==> src/rtl/pipe_skid_stage.sv <==
// pipe_skid_stage
// ---------------
// Pipeline stage register with a valid/ready handshake and a 2-entry skid
// buffer. The main entry drives the outputs. The skid entry catches the one
// beat that can arrive while the downstream side is stalled. Because the
// upstream ready is a registered decode of the state, dn_ready_in has no
// combinational path to up_ready_out.
//
// Handshake: a beat moves on a rising clk_in when valid and ready are both
// high on that side (push = up_valid_in & up_ready_out, pop = dn_valid_out &
// dn_ready_in). A valid beat is held stable until it is popped, flushed or
// reset.
//
// Optional feature (macro PIPE_SKID_STALL_CNT_EN): adds stall_cnt_out, a
// saturating count of cycles with dn_valid_out & !dn_ready_in, cleared only
// by reset.
//
// Ports:
//   clk_in        rising-edge clock
//   rst_in        synchronous active-high reset (overrides flush/handshake)
//   up_valid_in   upstream beat valid
//   up_ready_out  stage can accept a beat (registered)
//   data_in       upstream data field
//   ctrl_in       upstream control field
//   lsb_clr_in    taken-branch qualifier, clears data bit LSB_CLR_BIT on capture
//   flush_in      squash held beats and any beat offered this cycle
//   dn_valid_out  downstream beat valid
//   dn_ready_in   downstream accepts the beat
//   data_reg_out  data field of the head beat
//   ctrl_reg_out  control field of the head beat (0 after a flush)
//   occ_out       beats held (0..2); also the FSM state encoding
//   stall_cnt_out (PIPE_SKID_STALL_CNT_EN only) saturating stall counter
module pipe_skid_stage #(
  parameter int DATA_W      = 32,
  parameter int CTRL_W      = 16,
  parameter int LSB_CLR_BIT = 0
) (
  input  logic              clk_in,
  input  logic              rst_in,
  input  logic              up_valid_in,
  output logic              up_ready_out,
  input  logic [DATA_W-1:0] data_in,
  input  logic [CTRL_W-1:0] ctrl_in,
  input  logic              lsb_clr_in,
  input  logic              flush_in,
  output logic              dn_valid_out,
  input  logic              dn_ready_in,
  output logic [DATA_W-1:0] data_reg_out,
  output logic [CTRL_W-1:0] ctrl_reg_out,
  output logic [1:0]        occ_out
`ifdef PIPE_SKID_STALL_CNT_EN
  ,
  output logic [15:0]       stall_cnt_out
`endif
);

  generate
    if (LSB_CLR_BIT >= DATA_W || LSB_CLR_BIT < 0) begin : g_bad_lsb
      $error("pipe_skid_stage: LSB_CLR_BIT must lie inside data_in");
    end
  endgenerate

  // State encoding equals the occupancy, so occ_out mirrors the FSM state.
  typedef enum logic [1:0] {
    ST_EMPTY = 2'd0,
    ST_ONE   = 2'd1,
    ST_FULL  = 2'd2
  } state_t;

  state_t state, state_next;

  logic [DATA_W-1:0] main_data, skid_data, cap_data;
  logic [CTRL_W-1:0] main_ctrl, skid_ctrl;
  logic              main_valid, skid_valid;
  logic              push, pop;
  logic              ld_main_in, ld_main_skid, ld_skid;

  assign main_valid   = (state != ST_EMPTY);
  assign skid_valid   = (state == ST_FULL);
  assign up_ready_out = !skid_valid;
  assign dn_valid_out = main_valid;
  assign occ_out      = {1'b0, main_valid} + {1'b0, skid_valid};
  assign data_reg_out = main_data;
  assign ctrl_reg_out = main_ctrl;

  assign push = up_valid_in && up_ready_out;
  assign pop  = dn_valid_out && dn_ready_in;

  // Taken branches produce targets whose LSB must not reach the fetch stage.
  always_comb begin
    cap_data              = data_in;
    cap_data[LSB_CLR_BIT] = data_in[LSB_CLR_BIT] && !lsb_clr_in;
  end

  // Next-state and entry-load decode.
  always_comb begin
    state_next   = state;
    ld_main_in   = 1'b0;
    ld_main_skid = 1'b0;
    ld_skid      = 1'b0;
    case (state)
      ST_EMPTY: begin
        if (push) begin
          ld_main_in = 1'b1;
          state_next = ST_ONE;
        end
      end
      ST_ONE: begin
        if (push && pop) begin
          ld_main_in = 1'b1;
        end else if (push) begin
          ld_skid    = 1'b1;
          state_next = ST_FULL;
        end else if (pop) begin
          state_next = ST_EMPTY;
        end
      end
      ST_FULL: begin
        if (pop) begin
          ld_main_skid = 1'b1;
          state_next   = ST_ONE;
        end
      end
      default: state_next = ST_EMPTY;
    endcase
    // Flush discards everything, including a beat offered in the same cycle.
    if (flush_in) begin
      state_next   = ST_EMPTY;
      ld_main_in   = 1'b0;
      ld_main_skid = 1'b0;
      ld_skid      = 1'b0;
    end
  end

  always_ff @(posedge clk_in) begin
    if (rst_in) begin
      state     <= ST_EMPTY;
      main_data <= '0;
      main_ctrl <= '0;
      skid_data <= '0;
      skid_ctrl <= '0;
    end else begin
      state <= state_next;
      if (flush_in) begin
        // Zeroed control keeps write-enables of squashed beats inert;
        // data fields are left as they were.
        main_ctrl <= '0;
        skid_ctrl <= '0;
      end else begin
        if (ld_main_in) begin
          main_data <= cap_data;
          main_ctrl <= ctrl_in;
        end else if (ld_main_skid) begin
          main_data <= skid_data;
          main_ctrl <= skid_ctrl;
        end
        if (ld_skid) begin
          skid_data <= cap_data;
          skid_ctrl <= ctrl_in;
        end
      end
    end
  end

`ifdef PIPE_SKID_STALL_CNT_EN
  always_ff @(posedge clk_in) begin
    if (rst_in) begin
      stall_cnt_out <= '0;
    end else if (dn_valid_out && !dn_ready_in && (stall_cnt_out != 16'hFFFF)) begin
      stall_cnt_out <= stall_cnt_out + 16'd1;
    end
  end
`endif

endmodule

==> config.mk <==
export PLATFORM = sky130hd
export DESIGN_NAME = pipe_skid_stage
export DESIGN_NICKNAME = d
export VERILOG_FILES = /design/src/rtl/pipe_skid_stage.sv
export SDC_FILE = /design/constraint.sdc
export NUM_CORES = 1
export LEC_CHECK = 0
export ABC_AREA = 1
export CAP_MARGIN = 40
export CELL_PAD_IN_SITES_DETAIL_PLACEMENT = 1
export CELL_PAD_IN_SITES_GLOBAL_PLACEMENT = 2
export CORE_ASPECT_RATIO = 0.6
export CORE_MARGIN = 2
export CORE_UTILIZATION = 24
export DETAILED_ROUTE_END_ITERATION = 7
export GPL_TIMING_DRIVEN = 0
export PLACE_DENSITY = 0.77
export SYNTH_ARGS = -nofsm -noshare
export SYNTH_HDL_FRONTEND = slang
export SYNTH_SLANG_ARGS = --single-unit
export TNS_END_PERCENT = 30
==> constraint.sdc <==
create_clock -name clk_in -period 1.35 [get_ports clk_in]
set_input_delay 0.27 -clock clk_in [delete_from_list [all_inputs] [get_ports clk_in]]
set_output_delay 0.27 -clock clk_in [all_outputs]
set_load 0.01 [all_outputs]
==> results.py <==
metrics = {
    "run_status": {
        "status": "finished, violations left",
        "failed_checks": "setup timing",
    },
    "global_routing": {
        "grt_antenna_before_repair": 0,
        "grt_max_degree": 16,
        "first_global_vias": 5056,
        "overflow": 0,
        "grtUsageTotal": 0.1804,
        "grt_first_pass_wirelength_um": 27900,
    },
    "floorplanning": {
        "die_w_um": 180.0,
        "die_area_mm2": 0.01972,
        "core-area_mm2": 0.01811,
        "rows": 38,
        "initial_core_util": 0.2461,
        "io_pins": 106,
        "die_h_um": 109.6,
    },
    "timing": {
        "slew-limit-headroom": 0.6288,
        "finalCriticalPeriod_ns": 1.530,
        "hold_viol": 0,
        "max_freq_mhz": 653.6,
        "worst_slew_pin_slew_ns": 0.5568,
        "clock_skew_ns": 0.007601,
        "fin_crit_sh": 1.133,
        "slew_violations": 0,
        "fin_ws_ns": -0.1800,
        "fin_setup_tns_ns": -9.492,
        "setup_violations": 89,
        "rsz0062_at_grt": "yes",
    },
    "synthesis": {
        "synth_cell_types": 19,
        "yosysSeqAreaShare": 0.4401,
        "yosysTopAreaCellShare": 0.4401,
        "synth_cells": 662,
        "yosysTopAreaCell": "dfxtp_1",
        "synth.yosys.warnings": 0,
        "ys.flop_type": "dfxtp_1",
        "async_reset_ff_frac": 0,
        "synth_edf_count": 0,
        "syn_area_per_cell_um2": 6.734,
        "synthMostInstantiatedCell": "nor2_1",
        "ys_ff_latch": 98,
        "synthTopCellsByArea": "dfxtp_1, nor2_1, nand4_1",
        "syn-num-nets": 716,
        "synthTopCellsByCount": "nor2_1, dfxtp_1, nand4_1",
        "syn_area_mm2": 0.004458,
    },
    "pwr": {
        "switchingPower_mw": 1.728,
        "p_int_mw": 4.857,
        "power_frac_clock": 0.400,
        "power.total_mw": 6.585,
        "seqPwrFrac": 0.456,
        "p_leak_nw": 3.021,
        "combPwrFrac": 0.145,
        "ir_drop_v": 0.0005329,
        "swShare": 0.2624,
        "powerDensity_mw_per_mm2": 984.8,
    },
    "worst_setup_path": {
        "worstPathArrival_ns": 1.76,
        "start_kind": "register",
        "crit_type": "register to register",
        "reg2reg_to": "data_reg_out[2]$_SDFFE_PP0P_",
        "cp_max_fo": 8,
        "worstSetupEndpointType": "register",
        "r2r_slack_ns": -0.18,
        "crit_path_end": "data_reg_out[2]$_SDFFE_PP0P_",
        "reg2reg_depth": 10,
        "crit_start": "state[1]$_SDFFE_PP0P_",
        "crit_required_ns": 1.58,
        "r2r-start": "state[1]$_SDFFE_PP0P_",
    },
    "cts": {
        "cts-root-buf": "clkbuf_16",
        "clock_sinks": 98,
        "cts_tree": "done",
        "clk_path_buf_depth": 2,
        "cts_made_buffers": 9,
        "h-tree-depth": 3,
        "cts.reportedPaths.clkPinSlew_ns": 0.07,
        "worstSkewPairLatency_ns": 0.35,
    },
    "finish": {
        "fillers": 2230,
        "area_delta_synth_final_pct": 49.99,
        "drive_above_1_share": 0.1646,
        "antenna_cells": 0,
        "fin_area_mm2": 0.006686,
        "design.final.nets": 853,
    },
    "route": {
        "wl_per_cell_um": 16.65,
        "vias": 4886,
        "ant_nets": 0,
        "dr.pass1.iters": 4,
        "vias_per_cell": 4.689,
        "drt_iter0_drc": 230,
        "drc_errors": 0,
        "drt-total-wl_um": 17350,
    },
    "placement": {
        "pre_cts_slack_ns": -0.8073,
        "place_area_mm2": 0.005789,
        "place_congestion": 0.7770,
        "dp_hpwl_um": 12110,
        "io_buffers": 103,
    },
    "job": {
        "drv_cap": 0,
    },
    "hold_path": {
        "hold_path.class": "primary input to register",
    },
}
==> per-layer routing <==
layer | vias to the layer above | track usage | share of wire
li1 | 2409 | - | -
met1 | 2368 | 0.2624 | 0.53
met2 | 97 | 0.2764 | 0.43
met3 | 12 | 0.03677 | 0.038
met4 | 0 | 0.03484 | 0.0070
met5 | - | 0 | 0
==> through the flow <==
step	utilization	hold WS (ns)	instances
floorplan	-	0.4049	662
global placement	0.3196	0.4752	1005
detailed placement	0.3196	0.4880	1005
CTS	0.3629	0.3430	1044
global route	0.3691	0.3376	1042
finish	0.3691	0.3349	1042
==> repair_timing <==
item                                    CTS  global route
gates cloned                              6             0
hold buffers                              0             0
buffers inserted                         20             3
endpoints found under the setup margin  150           102
gates resized for setup                 154            56
pin swaps                                12            23
==> final cells by class <==
cell class / count / area, um2 / share of cell area
buffer: 53 / 390.4 / 0.05838
tap: 240 / 300.3 / 0.04491
clock buffer: 10 / 239.0 / 0.03574
timing repair buffer: 129 / 1315 / 0.1967
multi-input combinational: 450 / 2198 / 0.3288
sequential: 98 / 1969 / 0.2945
clock inverter: 4 / 53.80 / 0.008046
inverter: 58 / 220.2 / 0.03293
==> layout by cell type, fill, tap and decap left out, types with 6 or more instances in the layout <==
cell type	synthesis	layout
dlygate4sd2_1	0	50
o21ai_1	44	42
nor2_4	0	13
clkbuf_1	27	12
clkbuf_2	0	10
inv_1	53	53
o21ai_0	6	6
dfxtp_1	98	96
buf_12	0	6
clkdlybuf4s50_1	0	49
buf_6	4	16
nor2_1	242	212
buf_2	12	9
buf_8	0	7
nand4_1	96	96
buf_4	2	17
clkbuf_16	0	9
nand2_1	53	51
nor2_2	3	20
==> power by group through the flow <==
stage               clock (mW)  sequential (mW)  combinational (mW)
finish                    2.63             3.00               0.954
floorplan                    0             3.09               0.349
CTS                       2.71             3.00               0.930
global route              2.83             3.01                1.04
global placement             0             3.07               0.813
detailed placement           0             3.07               0.828
==> critical path: stages (launching register included) <==
cell and delay, ns:
dfxtp_4 0.36, buf_6 0.12, nor2_4 0.14, buf_6 0.12, nand3_4 0.07, nand2_4 0.11, buf_12 0.14, buf_12 0.14
nor2_4 0.04, nor2_2 0.10, nor2_1 0.04
==> state kept, by name, summed over array words and instances (netlist names) <==
signal	cells
ctrl_reg_out	16
data_reg_out	32
skid_ctrl	16
skid_data	32
state	2
==> how the worst min path moves through the flow <==
| stage | end | cells past startpoint | slack (ns) | startpoint |
|---|---|---|---|---|
| finish | data_reg_out[1]$_SDFFE_PP0P_ | 2 | 0.33 | rst_in |
| global route | data_reg_out[0]$_SDFFE_PP0P_ | 2 | 0.34 | rst_in |
| CTS | data_reg_out[0]$_SDFFE_PP0P_ | 2 | 0.34 | rst_in |
| detailed placement | skid_data[17]$_SDFFE_PP0P_ | 2 | 0.49 | skid_data[17]$_SDFFE_PP0P_ |
| global placement | skid_data[10]$_SDFFE_PP0P_ | 2 | 0.48 | skid_data[10]$_SDFFE_PP0P_ |
| floorplan | skid_ctrl[0]$_SDFFE_PP0P_ | 2 | 0.40 | ctrl_in[0] |
==> cells by family (layout without fill, tap and decap cells) <==
group                  count (synthesis)  in the layout  synth area share
AO/OA/AOI/OAI                         51             51           0.05782
buffers and inverters                114            254            0.1078
flip-flops                            98             98            0.4401
AND/OR/NAND/NOR                      399            399            0.3943
Note: power is estimated with default switching activity, not from simulation.
